### src/rtl/issue_scoreboard.sv
// issue_scoreboard: per-GPR pending-write counters that gate issue on
// read-after-write hazards and on write-after-write counter overflow.
`timescale 1ns/1ps

module issue_scoreboard #(
  parameter int unsigned CNT_W = 2
) (
  input  logic        Clk,
  input  logic        RstN,
  input  logic        IdValid,
  output logic        IdReady,
  input  logic        Rs1ReadEnable,
  input  logic [4:0]  Rs1Addr,
  input  logic        Rs2ReadEnable,
  input  logic [4:0]  Rs2Addr,
  input  logic        RdWriteEnable,
  input  logic [4:0]  RdAddr,
  input  logic        ExReady,
  output logic        IssueFire,
  input  logic        WbValid,
  input  logic [4:0]  WbAddr,
  input  logic        Flush,
  output logic        Busy,
  output logic        WbUnderflow,
  output logic [31:0] StallCycles
);

  localparam int unsigned NUM_REGS = 32;
  localparam int unsigned ADDR_W   = 5;
  localparam int unsigned STALL_W  = 32;
  localparam logic [CNT_W-1:0] CNT_MAX = {CNT_W{1'b1}};

  // Entry 0 exists only so address lookups stay in range; it is held at zero.
  logic [CNT_W-1:0]    cnt_q [NUM_REGS];
  logic [CNT_W-1:0]    cnt_d [NUM_REGS];
  logic [NUM_REGS-1:0] inc_vec;
  logic [NUM_REGS-1:0] dec_vec;

  logic raw1;
  logic raw2;
  logic ovf;
  logic underflow_hit;
  logic stall_hit;
  logic busy_any;

  // Hazard lookup against registered counters only; x0 never blocks.
  always_comb begin
    raw1 = Rs1ReadEnable && (Rs1Addr != ADDR_W'(0)) && (cnt_q[Rs1Addr] != '0);
    raw2 = Rs2ReadEnable && (Rs2Addr != ADDR_W'(0)) && (cnt_q[Rs2Addr] != '0);
    ovf  = RdWriteEnable && (RdAddr  != ADDR_W'(0)) && (cnt_q[RdAddr] == CNT_MAX);
  end

  // Issue handshake: readiness does not depend on IdValid.
  always_comb begin
    IdReady   = ExReady && !Flush && !raw1 && !raw2 && !ovf;
    IssueFire = IdValid && IdReady;
  end

  // Per-register increment (issue of a writer) and decrement (writeback) requests.
  always_comb begin
    inc_vec = '0;
    dec_vec = '0;
    for (int r = 1; r < NUM_REGS; r++) begin
      inc_vec[r] = IssueFire && RdWriteEnable && (RdAddr == ADDR_W'(r));
      dec_vec[r] = WbValid && (WbAddr == ADDR_W'(r)) && (cnt_q[r] != '0);
    end
  end

  // Counter next-state; flush wins over any same-cycle issue or writeback.
  always_comb begin
    for (int r = 0; r < NUM_REGS; r++) begin
      cnt_d[r] = cnt_q[r];
      if (Flush || (r == 0)) begin
        cnt_d[r] = '0;
      end else if (inc_vec[r] && !dec_vec[r]) begin
        cnt_d[r] = cnt_q[r] + CNT_W'(1);
      end else if (dec_vec[r] && !inc_vec[r]) begin
        cnt_d[r] = cnt_q[r] - CNT_W'(1);
      end
    end
  end

  // Pending-write counter storage.
  always_ff @(posedge Clk or negedge RstN) begin
    if (!RstN) begin
      for (int r = 0; r < NUM_REGS; r++) begin
        cnt_q[r] <= '0;
      end
    end else begin
      for (int r = 0; r < NUM_REGS; r++) begin
        cnt_q[r] <= cnt_d[r];
      end
    end
  end

  // Busy reflects any outstanding write in the registered counters.
  always_comb begin
    busy_any = 1'b0;
    for (int r = 1; r < NUM_REGS; r++) begin
      busy_any = busy_any | (cnt_q[r] != '0);
    end
    Busy = busy_any;
  end

  // Writeback to an idle register (x0 excluded, flush cycles ignored).
  always_comb begin
    underflow_hit = WbValid && !Flush && (WbAddr != ADDR_W'(0)) && (cnt_q[WbAddr] == '0);
  end

  // Sticky underflow flag, cleared only by reset.
  always_ff @(posedge Clk or negedge RstN) begin
    if (!RstN) begin
      WbUnderflow <= 1'b0;
    end else if (underflow_hit) begin
      WbUnderflow <= 1'b1;
    end
  end

  // A stall cycle is a presented instruction that is not accepted.
  always_comb begin
    stall_hit = IdValid && !IdReady && (StallCycles != {STALL_W{1'b1}});
  end

  // Saturating stall-cycle counter; survives flush.
  always_ff @(posedge Clk or negedge RstN) begin
    if (!RstN) begin
      StallCycles <= '0;
    end else if (stall_hit) begin
      StallCycles <= StallCycles + STALL_W'(1);
    end
  end

endmodule
### config.mk
export PLATFORM = sky130hd
export DESIGN_NAME = issue_scoreboard
export DESIGN_NICKNAME = d
export VERILOG_FILES = /design/src/rtl/issue_scoreboard.sv
export SDC_FILE = /design/constraint.sdc
export NUM_CORES = 1
export LEC_CHECK = 0
export BUFFER_PORTS_ARGS = -buffer_cell sky130_fd_sc_hd__buf_2
export CORE_ASPECT_RATIO = 0.9
export CORE_MARGIN = 10
export CORE_UTILIZATION = 35
export CTS_CLUSTER_DIAMETER = 80
export DETAILED_ROUTE_END_ITERATION = 16
export SKIP_LAST_GASP = 1
export SLEW_MARGIN = 15
export SYNTH_ARGS = -nofsm -noshare
export SYNTH_HDL_FRONTEND = slang
export SYNTH_SLANG_ARGS = --single-unit
### constraint.sdc
create_clock -name Clk -period 6.3 [get_ports Clk]
set_input_delay 1.26 -clock Clk [delete_from_list [all_inputs] [get_ports Clk]]
set_output_delay 1.26 -clock Clk [all_outputs]
set_load 0.01 [all_outputs]
* Yosys cells after proc, flatten, opt, wreduce, memory -nomap -nowiden
Cells that the tools add are included.
** Operators by class
- Eq/ne operators :: 64
- Multiplexer cells :: 105
- Magnitude comparators :: 4
- Add/sub/neg operators :: 63
- $mul :: 0
- Shifts and indexed selects :: 0
- Reductions and logical operators :: 308
- Bitwise gates (word level) :: 34
- Div/mod/pow operators :: 0
** Operator list (number)
- 2-to-1 mux 2 bit :: 101
- logical AND 1 bit :: 172
- == test 5 bit (second input constant) :: 32
- nonzero test 3 bit :: 31
- == test 5 x 4 -> 1 bit (second input constant) :: 16
- logical NOT 1 bit :: 67
- nonzero test 2 bit :: 33
- adder 2 x 1 -> 2 bit (second input constant) :: 31
- subtractor 2 x 1 -> 2 bit (second input constant) :: 31
- binary-select mux 2 bit (select 5 bit) :: 4
- == test 5 x 3 -> 1 bit (second input constant) :: 8
- adder 32 x 1 -> 32 bit (second input constant) :: 1
- != test 32 bit (second input constant) :: 1
- bitwise OR 1 bit :: 30
- >= comparator 6 bit (second input constant) :: 4
- inverter 5 -> 6 bit :: 4
- == test 5 x 2 -> 1 bit (second input constant) :: 4
- nonzero test 5 bit :: 4
- == test 5 x 1 -> 1 bit (second input constant) :: 2
- == test 2 bit (second input constant) :: 1
- logical NOT 2 bit :: 1
** Word-level totals
- Word-level logic and storage cells :: 611
- Output and inout port bits :: 36
- Latch bits :: 0
- Bits in writable memories :: 0
- Memories kept :: 0
- Input bits :: 29
- Memory bits (read-only) :: 0
- Bits in registers :: 95

* Logic depth before layout (Yosys ltp)
Gate-level depths: netlist (run 1).
- Depth after elaboration :: 31
- Gate-level depth with buffers :: 13
- Gate-level depth less buffers :: 8

* Worst setup path before layout (run 1)
OpenSTA, ideal clock, no wires.
- Kind :: input to output
- Start :: in Rs1Addr[1]
- End :: out IssueFire
- Data arrival time :: 3.343 ns
- Cell stages on the path :: 8
- Required time :: 5.040 ns
- Slack :: 1.697 ns
- Path buffers :: 2
- Path through :: inv_2 mux4_2 mux2_2 a311oi_1 buf_2 clkbuf_1 nor2_1 and2_1
** On the way
- Word-level cells in the longest chain between the ends :: 11
- Elaborated cells between the ends (all ways) :: 13
- Those cells by class :: mux (3); bitwise (1); reduce/logical (9)
** RTL lines
- from (decl) :: RTL line 13 : input logic [4:0] Rs1Addr,
- inverter 5 -> 6 bit (implied by the code) :: RTL line 48 : raw1 = Rs1ReadEnable && (Rs1Addr != ADDR_W'(0)) && (cnt_q[Rs1Addr] != '0);
- binary-select mux 2 bit (select 5 bit) :: RTL line 48
- 2-to-1 mux 2 bit (implied by the code) (2 in series) :: RTL line 48
- nonzero test 2 bit :: RTL line 48
- logical AND 1 bit * :: RTL line 48
- logical NOT 1 bit * :: RTL line 55 : IdReady = ExReady && !Flush && !raw1 && !raw2 && !ovf;
- logical AND 1 bit * (3 in series) :: RTL line 55
- named net IdReady :: RTL line 11 : output logic IdReady,
- logical AND 1 bit * :: RTL line 56 : IssueFire = IdValid && IdReady;
- to (decl) :: RTL line 19 : output logic IssueFire,
The timed path passes the listed nets; every way through them passes the cells marked *. The select of a mux whose other input is x is not followed.

* Final worst setup path (run 1)
- Start :: in RdAddr[0]
- End :: out IssueFire
** On the way
- Word-level cells in the longest chain between the ends :: 9
- Elaborated cells between the ends (all ways) :: 11
- Those cells by class :: eq/ne (1); mux (3); bitwise (1); reduce/logical (6)
** RTL lines
- from (decl) :: RTL line 17 : input logic [4:0] RdAddr,
- inverter 5 -> 6 bit (implied by the code) :: RTL line 50 : ovf = RdWriteEnable && (RdAddr != ADDR_W'(0)) && (cnt_q[RdAddr] == CNT_MAX);
- binary-select mux 2 bit (select 5 bit) :: RTL line 50
- 2-to-1 mux 2 bit (implied by the code) (2 in series) :: RTL line 50
- == test 2 bit :: RTL line 50
- logical AND 1 bit * :: RTL line 50
- logical NOT 1 bit * :: RTL line 55
- logical AND 1 bit * :: RTL line 55
- logical AND 1 bit * :: RTL line 56
Mark *: on every way between the ends. The rest lies on a longest branch, timed or not. The select of a mux whose other input is x is not followed.

==> impl_metrics.yaml, run 1 <==
worst_setup_path:
  ff2ff_path_depth: 9
  rr_startpoint: "cnt_q[46]$_DFFE_PN0P_"
  cpMostUsedCell: "buf_2"
  cp.depth: 9
  cp_slowest_cell: "a311oi_1"
  cp_num_buf_inv: 2
  startpoint_type: "primary input"
  critPathTopFamily: "compound AO/OA/AOI/OAI gates"
  path_class: "in2out"
  cp_max_fo: 26
  worstPathArrival_ns: 3.68
  slowest_delay_ns: 0.46
  cp_cell_sequence: "buf_2, mux2_1, a221oi_1, nor4b_1, a311oi_1, o311ai_4, nor2_1, and2_1, buf_2"
  worstPathRequired_ns: 5.04
  r2r_slack_ns: 2.57
  end_kind: "primary output"
  rr_endpoint: "cnt_q[23]$_DFFE_PN0P_"
floorplanning:
  core_sq_mm: 0.0191
  initial_utilization: 0.355
  fp.dieH_um: 152
  pin_count: 65
  die_w_um: 167
  rows: 48
  die_area_sq_mm: 0.0253
pwr:
  ir_drop_uv: 181
  power_leakage_nw: 2.97
  power_density_mw_per_mm2: 191
synthesis:
  synth_area_sq_mm: 0.00678
  synth-seq-area-share: 0.351
  synth_seq_cells: 95
  synth_area_leaders: "dfrtp_1 (35%), mux4_2 (7.3%), nor2_1 (5.9%), nand2_1 (5.6%), xor2_1 (4.8%)"
  yosys_warnings: 0
  ys.flop_type: "dfrtp_1"
  ys_types: 62
  synthArstFlopShare: 1.00
  synth_most_common_cell: "nor2_1"
  ys_top_cells_by_count: "nor2_1 (106), nand2_1 (101), dfrtp_1 (95), a21oi_1 (47)"
  synth_top_area_frac: 0.351
  synth_edf_count: 0
  synth_top_cell_by_area: "dfrtp_1"
  syn_nets: 834
  synth_area_per_cell_sq_um: 8.43
  synthCells: 804
cts:
  htree_levels: 3
  cts_tree: "done"
  holdBufCountCts: 0
  clock_sinks: 95
  path_clk_slew_ns: 0.07
  postCtsSetupRepairBufs: 0
  clock_path_buffers: 2
  post_cts_resized: 0
  cts_buffers: 9
  cts_root_buffer: "clkbuf_16"
  clk_latency_ns: 0.37
drt:
  postRouteAntennaNets: 0
  drt-total-wl_mm: 20.6
  wl_per_cell_um: 18.8
  dr.pass1.iters: 7
  post-route-drc-count: 0
  vias: 6329
  viasPerCell: 5.76
  initialDrtViolationCount: 509
layout:
  syn_to_final_growth_pct: 12.4
  fin_area_sq_mm: 0.00762
  post-route-util: 0.399
  antenna_cells: 0
  drive_above_1_share: 0.159
  layout.nets: 874
placement:
  io_buffers: 64
  hpwl_mm: 15.1
  place.gp.congestion: 0.898
  dp_slack_ns: 1.39
  dpl-instance-area_sq_mm: 0.00731
min_path:
  hold_start: "WbUnderflow$_DFFE_PN0P_"
  hold-path-endpoint: "WbUnderflow$_DFFE_PN0P_"
  holdPathStages: 1
  min_path_type: "reg2reg"
grt:
  grt_pass1_vias: 5875
  antenna_found_initial: 0
  grt.overflow.total: 0
  grt_pass1_wl_mm: 33.3
  grt_max_degree: 59
  grt.total_usage: 0.160
timing:
  fmax_ghz: 0.202
  setup_ws_ns: 1.36
  relSlewSlack: 0.297
  fin_setup_tns_ns: 0
  setup_violations: 0
  rsz0062_at_grt: "no"
  min_period_over_period: 0.785
  fin_crit_ns: 4.94
  slew_violations: 0
  tightestPinTransition_ns: 1.05
  fin_skew_ns: 0.0143
  hold_violations: 0
run_status:
  outcome: "completed"
run:
  max_cap_viol_count: 0
[metal layers]
metal  up-vias  GRT usage  part of all wire
li1       3014          -                 -
met1      3040      0.233              0.48
met2       253      0.227              0.43
met3        22     0.0462             0.082
met4         0     0.0359             0.012
met5         -          0                 0
[where the power goes]
group	leakage [nW]	total, mW	internal (mW)	switching, mW
clock	0.149	0.564	0.284	0.280
sequential	1.27	0.665	0.635	0.0301
combinational	1.55	0.224	0.0780	0.146
total	2.97	1.45	0.996	0.456
[stage by stage]
stage                     std cells  hold slack (ns)  power, mW
after floorplan                 804            0.512      0.808
after global placement         1083            0.453      0.901
after detailed placement       1083            0.465      0.903
after CTS                      1099            0.481       1.47
after global routing           1099            0.494       1.52
final                          1099            0.472       1.45
[sequential cells by signal, indices dropped and copies added (netlist names)]
register / flops
WbUnderflow: 1
StallCycles: 32
cnt_q: 62
[cell families after synthesis]
logic type	Yosys count	share of synthesized area
simple gates	414	0.313
xor+xnor	54	0.0698
flops	95	0.351
buf+inv	62	0.0379
fa+ha+maj	1	0.00185
mux	30	0.0862
compound gates	148	0.141
[worst max-delay path by stage]
| stage | from | to |
|---|---|---|
| floorplan | Rs1Addr[1] | IssueFire |
| global placement | RdAddr[0] | IssueFire |
| detailed placement | RdAddr[0] | IssueFire |
| CTS | RdAddr[0] | IssueFire |
| global route | RdAddr[0] | IssueFire |
| finish | RdAddr[0] | IssueFire |
[layout by cell type, fill, tap and decap left out, drive strengths merged, types with 7 or more instances in the layout]
cell type	count
clkbuf	9
nor3b	28
mux2	7
inv	26
nor4	32
nor3	31
xnor2	17
nand4	22
a2111oi	9
or2	8
xor2	37
nand2b	8
mux4	22
nor2	106
o21ai	39
buf	70
or3	14
nand2	101
nor2b	8
nand3	29
dfrtp	95
a21oi	47
and2	13
o311ai	12
[area by class of cell]
cell class	count	area [sq um]
fillers	1968	11500
clock inverters	7	76.3
repair buffers	70	368
flip-flops and latches	95	2380
inverters	21	78.8
clock buffers	9	225
multi-input cells	647	4180
well taps	250	313
Note: power is estimated with default switching activity, not from simulation.
==> inputs of run 2 (changes only) <==
--- a/config.mk
+++ b/config.mk
@@ -5,6 +5,7 @@
 export SDC_FILE = /design/constraint.sdc
 export NUM_CORES = 1
 export LEC_CHECK = 0
+export ABC_AREA = 1
 export BUFFER_PORTS_ARGS = -buffer_cell sky130_fd_sc_hd__buf_2
 export CORE_ASPECT_RATIO = 0.9
 export CORE_MARGIN = 10
==> constraint.sdc (replaced) <==
create_clock -name Clk -period 4.6 [get_ports Clk]
set_input_delay 0.92 -clock Clk [delete_from_list [all_inputs] [get_ports Clk]]
set_output_delay 0.92 -clock Clk [all_outputs]
set_load 0.01 [all_outputs]
==> run 2 against run 1 <==
Wire length increased by 50%. Sequential cell count unchanged. Count of clock-buffer cells in the layout unchanged. Combinational power increased to 3.8 times the previous value. Sequential share of layout area decreased by 4.8 points. Clock power increased by 44%. Setup slack got worse by 0.65 ns. Worst hold slack got worse by 0.010 ns. Register-to-register slack got worse by 1.3 ns. Critical path depth increased by 4. Power increased by 88%.
==> impl_metrics.yaml, run 2 <==
cts:
  cts_root_buffer: "clkbuf_16"
  clock_path_buffers: 2
  clk_latency_ns: 0.37
  htree_levels: 3
  cts_tree: "done"
  path_clk_slew_ns: 0.08
  holdBufCountCts: 0
  postCtsSetupRepairBufs: 0
  cts_buffers: 9
  clock_sinks: 95
  post_cts_resized: 0
pwr:
  ir_drop_uv: 191
  power_density_mw_per_mm2: 303
  power_leakage_nw: 4.39
drt:
  drt-total-wl_mm: 31.0
  initialDrtViolationCount: 1172
  dr.pass1.iters: 6
  postRouteAntennaNets: 0
  wl_per_cell_um: 18.1
  vias: 9355
  viasPerCell: 5.44
  post-route-drc-count: 0
floorplanning:
  initial_utilization: 0.357
  die_w_um: 180
  core_sq_mm: 0.0226
  die_area_sq_mm: 0.0296
  pin_count: 65
  rows: 52
  fp.dieH_um: 164
timing:
  hold_slack_ns: 0.462
  min_period_over_period: 0.847
  hold_violations: 0
  fin_crit_ns: 3.90
  setup_violations: 0
  relSlewSlack: 0.368
  fin_setup_tns_ns: 0
  fmax_ghz: 0.257
  slew_violations: 0
  fin_skew_ns: 0.0213
  rsz0062_at_grt: "no"
  tightestPinTransition_ns: 0.948
layout:
  post-route-util: 0.398
  filler_cell_count: 2512
  largest-register: "cnt_q"
  largest_reg_flops: 62
  antenna_cells: 0
  layout.nets: 1447
  drive_above_1_share: 0.0759
  syn_to_final_growth_pct: 11.4
  top_regs: "cnt_q x62, StallCycles x32, WbUnderflow x1"
  final_cell_mix: "nand2_1 (373), nor2_1 (249), inv_1 (191)"
  final_common_cell: "nand2_1"
worst_setup_path:
  worstPathArrival_ns: 2.98
  slowest_delay_ns: 0.46
  cp_slowest_cell: "nand2_1"
  end_kind: "primary output"
  cpMostUsedCell: "nand2_1"
  critPathTopFamily: "simple AND/OR/NAND/NOR gates"
  cp_num_buf_inv: 3
  startpoint_type: "primary input"
  cp_max_fo: 16
  worstPathRequired_ns: 3.68
  path_class: "in2out"
  ff2ff_path_depth: 18
  cp.depth: 13
  cp_cell_sequence: "buf_2, nand2_1, inv_1, nand2_1, nand4_1, nand2_1, nand2_1, o21ai_1, nand2_1, nand2_1, nor2_2, nor2_4, buf_2"
synthesis:
  synth-seq-area-share: 0.294
  synth_area_sq_mm: 0.00809
  ys.flop_type: "dfrtp_1"
  synth_edf_count: 0
  synth_area_per_cell_sq_um: 5.91
  synthCells: 1368
  ys_types: 36
  syn_nets: 1398
  synth_seq_cells: 95
  yosys_warnings: 0
  synth_area_leaders: "dfrtp_1 (29%), nand2_1 (17%), nor2_1 (12%), inv_1 (8.9%), nand3_1 (7.7%)"
  synth_most_common_cell: "nand2_1"
  ys_top_cells_by_count: "nand2_1 (373), nor2_1 (249), inv_1 (192), nand3_1 (124), dfrtp_1 (95)"
  synth_top_cell_by_area: "dfrtp_1"
  synth_top_area_frac: 0.294
  synthArstFlopShare: 1.00
grt:
  grt_max_degree: 59
  grt_pass1_vias: 8539
  grt.total_usage: 0.203
  antenna_found_initial: 1
  grt.overflow.total: 0
  grt_pass1_wl_mm: 48.1
min_path:
  min_path_type: "reg2reg"
  holdPathStages: 2
placement:
  io_buffers: 64
  hpwl_mm: 24.2
  place.gp.congestion: 0.979
run:
  max_cap_viol_count: 0
run_status:
  outcome: "completed"
## run 2: cell count changes in the layout (fill, tap and decap cells not counted), moves of 28 or more
| cell | previous run | this run |
|---|---|---|
| inv_1 | 19 | 191 |
| nand2_1 | 101 | 373 |
| nand3_1 | 29 | 124 |
| nand4_1 | 22 | 91 |
| nor2_1 | 106 | 249 |
| nor3b_1 | 28 | 0 |
## run 2: power breakdown
| group | total, mW | internal [mW] | switching (mW) |
|---|---|---|---|
| clock | 0.810 | 0.391 | 0.419 |
| sequential | 1.08 | 0.942 | 0.136 |
| combinational | 0.844 | 0.256 | 0.587 |
| total | 2.73 | 1.59 | 1.14 |
## run 2: cells by family after synthesis
logic type               count (synthesis)  share of synthesized area
AND/OR/NAND/NOR                        915                      0.496
XOR/XNOR                                29                     0.0314
adder cells (fa/ha/maj)                  1                    0.00155
buffers and inverters                  234                      0.113
flip-flops                              95                      0.294
AO/OA/AOI/OAI                           94                     0.0645
## run 2: path summary, 6_finish.rpt
path                                         start                      end  slack (ns)
max                                      RdAddr[1]                  IdReady        0.70
min                        WbUnderflow$_DFFE_PN0P_  WbUnderflow$_DFFE_PN0P_        0.46
max reg2reg                   cnt_q[4]$_DFFE_PN0P_     cnt_q[2]$_DFFE_PN0P_        1.30
min reg2reg                WbUnderflow$_DFFE_PN0P_  WbUnderflow$_DFFE_PN0P_        0.46
max in group asynchronous                     RstN    cnt_q[48]$_DFFE_PN0P_        3.12
min in group asynchronous                     RstN     cnt_q[9]$_DFFE_PN0P_        0.63
## run 2: tightest hold or removal path: cells and delay by family, from the launching register on
kind	cells	cell delay, ns
DFF	1	0.35
and+or+nand+nor	1	0.05
buffers and inverters	1	0.04
## run 2: routing by layer
layer  global-route usage  vias to the layer above  part of all wire
li1                     -                     4541                 -
met1                0.292                     4345              0.47
met2                0.301                      422              0.42
met3               0.0392                       45             0.093
met4               0.0555                        2             0.019
met5                    0                        -           0.00052
## run 2: area by class of cell
class / count / area, sq um / area share
flip-flops and latches: 95 / 2380 / 0.264
multi-input cells: 1039 / 4800 / 0.532
repair buffers: 74 / 410 / 0.0455
well taps: 297 / 372 / 0.0412
inverters: 198 / 743 / 0.0825
clock inverters: 7 / 86.3 / 0.00958
clock buffers: 9 / 225 / 0.0250
## run 2: stage by stage
stage          setup WS, ns  power (mW)  cells  instance area, sq um
6_report              0.703        2.73   1719                  9010
5_1_grt               0.398        2.89   1719                  9010
4_1_cts               0.764        2.74   1719                  9010
3_5_place_dp          0.749        1.92   1703                  8700
3_3_place_gp          0.772        1.90   1703                  8700
2_1_floorplan          1.40        1.59   1368                  8090
==> inputs of run 3 (changes only) <==
==> constraint.sdc (replaced) <==
create_clock -name Clk -period 3.7 [get_ports Clk]
set_input_delay 0.74 -clock Clk [delete_from_list [all_inputs] [get_ports Clk]]
set_output_delay 0.74 -clock Clk [all_outputs]
set_load 0.01 [all_outputs]
==> run 3 against run 2 <==
Sequential cell count unchanged. Power is 24% higher. Critical path depth is 1 lower. Via count is 0.62% lower. Count of clock-buffer cells in the layout stayed put. Register-to-register slack got worse by 0.75 ns. First-iteration DRC count decreased by 9.3%. Highest routed layer is now met4. Largest power group unchanged.
==> impl_metrics.yaml, run 3 (synthesis gave the netlist of run 2 again) <==
cts:
  clock_sinks: 95
  cts_root_buffer: "clkbuf_16"
  cts_tree: "done"
  clock_path_buffers: 2
  holdBufCountCts: 0
  path_clk_slew_ns: 0.08
  clk_latency_ns: 0.37
  cts_buffers: 9
  htree_levels: 3
worst_setup_path:
  worstPathRequired_ns: 2.96
  end_kind: "primary output"
  cp_max_fo: 6
  worstPathArrival_ns: 2.81
  path_class: "reg2out"
  startpoint_type: "flip-flop"
layout:
  syn_to_final_growth_pct: 13.1
  layout.nets: 1461
  antenna_cells: 0
  post-route-util: 0.404
  final_common_cell: "nand2_1"
  filler_cell_count: 2504
  top_regs: "cnt_q x62, StallCycles x32, WbUnderflow x1"
  fin_area_sq_mm: 0.00915
  drive_above_1_share: 0.0864
  seq_area_sq_mm: 0.00238
  largest_reg_flops: 62
  multiInputGateArea_sq_mm: 0.00480
  final_cell_mix: "nand2_1 (373), nor2_1 (247), inv_1 (191)"
  largest-register: "cnt_q"
grt:
  antenna_found_initial: 0
  grt_pass1_vias: 8525
  grt.total_usage: 0.203
  grt_pass1_wl_mm: 48.1
  grt.overflow.total: 0
  grt_max_degree: 53
drt:
  drt-total-wl_mm: 30.6
  viasPerCell: 5.36
  wl_per_cell_um: 17.7
  vias: 9297
  initialDrtViolationCount: 1063
  post-route-drc-count: 0
  postRouteAntennaNets: 0
  dr.pass1.iters: 5
run:
  max_cap_viol_count: 0
timing:
  rsz0062_at_grt: "no"
  setup_ws_ns: 0.151
  fmax_ghz: 0.282
  tightestPinTransition_ns: 0.906
  relSlewSlack: 0.394
  setup_violations: 0
  hold_violations: 0
  fin_skew_ns: 0.0175
  slew_violations: 0
  hold_slack_ns: 0.420
  fin_setup_tns_ns: 0
  min_period_over_period: 0.959
  fin_crit_ns: 3.55
run_status:
  outcome: "completed"
floorplanning:
  fp.dieH_um: 164
  initial_utilization: 0.357
  core_sq_mm: 0.0226
  die_area_sq_mm: 0.0296
  die_w_um: 180
  pin_count: 65
  rows: 52
pwr:
  p_int_mw: 1.99
  ir_drop_uv: 188
  seqPwrFrac: 0.391
  power_leakage_nw: 4.46
  power_frac_comb: 0.317
  power_switching_mw: 1.41
  pwr-share-clk: 0.291
  power_density_mw_per_mm2: 372
  swShare: 0.414
placement:
  hpwl_mm: 24.1
  dp_slack_ns: 0.229
  place.gp.congestion: 0.991
  dpl-instance-area_sq_mm: 0.00883
  io_buffers: 64
min_path:
  min_path_type: "in2async"
==> run 3: power groups by stage <==
stage | clock [mW] | combinational, mW | sequential [mW]
floorplan | 0 | 0.659 | 1.32
global placement | 0 | 1.05 | 1.34
detailed placement | 0 | 1.05 | 1.34
CTS | 1.02 | 1.06 | 1.33
global route | 1.06 | 1.20 | 1.35
finish | 0.990 | 1.08 | 1.33
==> run 3: per-layer routing <==
layer	vias to the layer above	share of wire	track usage
li1	4561	-	-
met1	4333	0.48	0.289
met2	369	0.41	0.297
met3	34	0.098	0.0499
met4	0	0.015	0.0544
met5	-	0	0
==> run 3: path summary, 6_finish.rpt <==
kind                                    startpoint                 endpoint  slack (ns)  cells past startpoint
max                          cnt_q[42]$_DFFE_PN0P_                IssueFire        0.15                     12
min                                           RstN    cnt_q[12]$_DFFE_PN0P_        0.42                      1
max reg2reg                  cnt_q[42]$_DFFE_PN0P_     cnt_q[2]$_DFFE_PN0P_        0.55                     18
min reg2reg                WbUnderflow$_DFFE_PN0P_  WbUnderflow$_DFFE_PN0P_        0.48                      2
max in group asynchronous                     RstN    cnt_q[49]$_DFFE_PN0P_        2.55                      2
min in group Clk           WbUnderflow$_DFFE_PN0P_  WbUnderflow$_DFFE_PN0P_        0.48                      2
==> run 3: cell type report <==
class / count / share of cell area
clock buffers: 9 / 0.0246
clock inverters: 7 / 0.00944
inverters: 198 / 0.0813
multi-input cells: 1039 / 0.525
flip-flops and latches: 95 / 0.260
well taps: 297 / 0.0406
repair buffers: 88 / 0.0591
==> run 3: repair_timing <==
item / 4_1_cts / 5_1_grt
resized for setup: 0 / 2
setup buffers: 0 / 0
endpoints found under the setup margin: 0 / 1
==> run 3: critical path, stage by stage, from the launching register on <==
cell,delay (ns)
dfrtp_1,0.44
nor2_1,0.45
nor2_1,0.10
a21oi_1,0.15
nand3_1,0.09
nand3_1,0.09
nand3_1,0.09
nand2_1,0.07
nor2_1,0.04
nor2_1,0.28
nand2_1,0.20
nor2_2,0.25
buf_2,0.19
==> run 3: stage by stage <==
stage	std cells	power, mW
floorplan	1368	1.98
global placement	1717	2.39
detailed placement	1717	2.40
CTS	1733	3.40
global route	1733	3.61
finish	1733	3.40
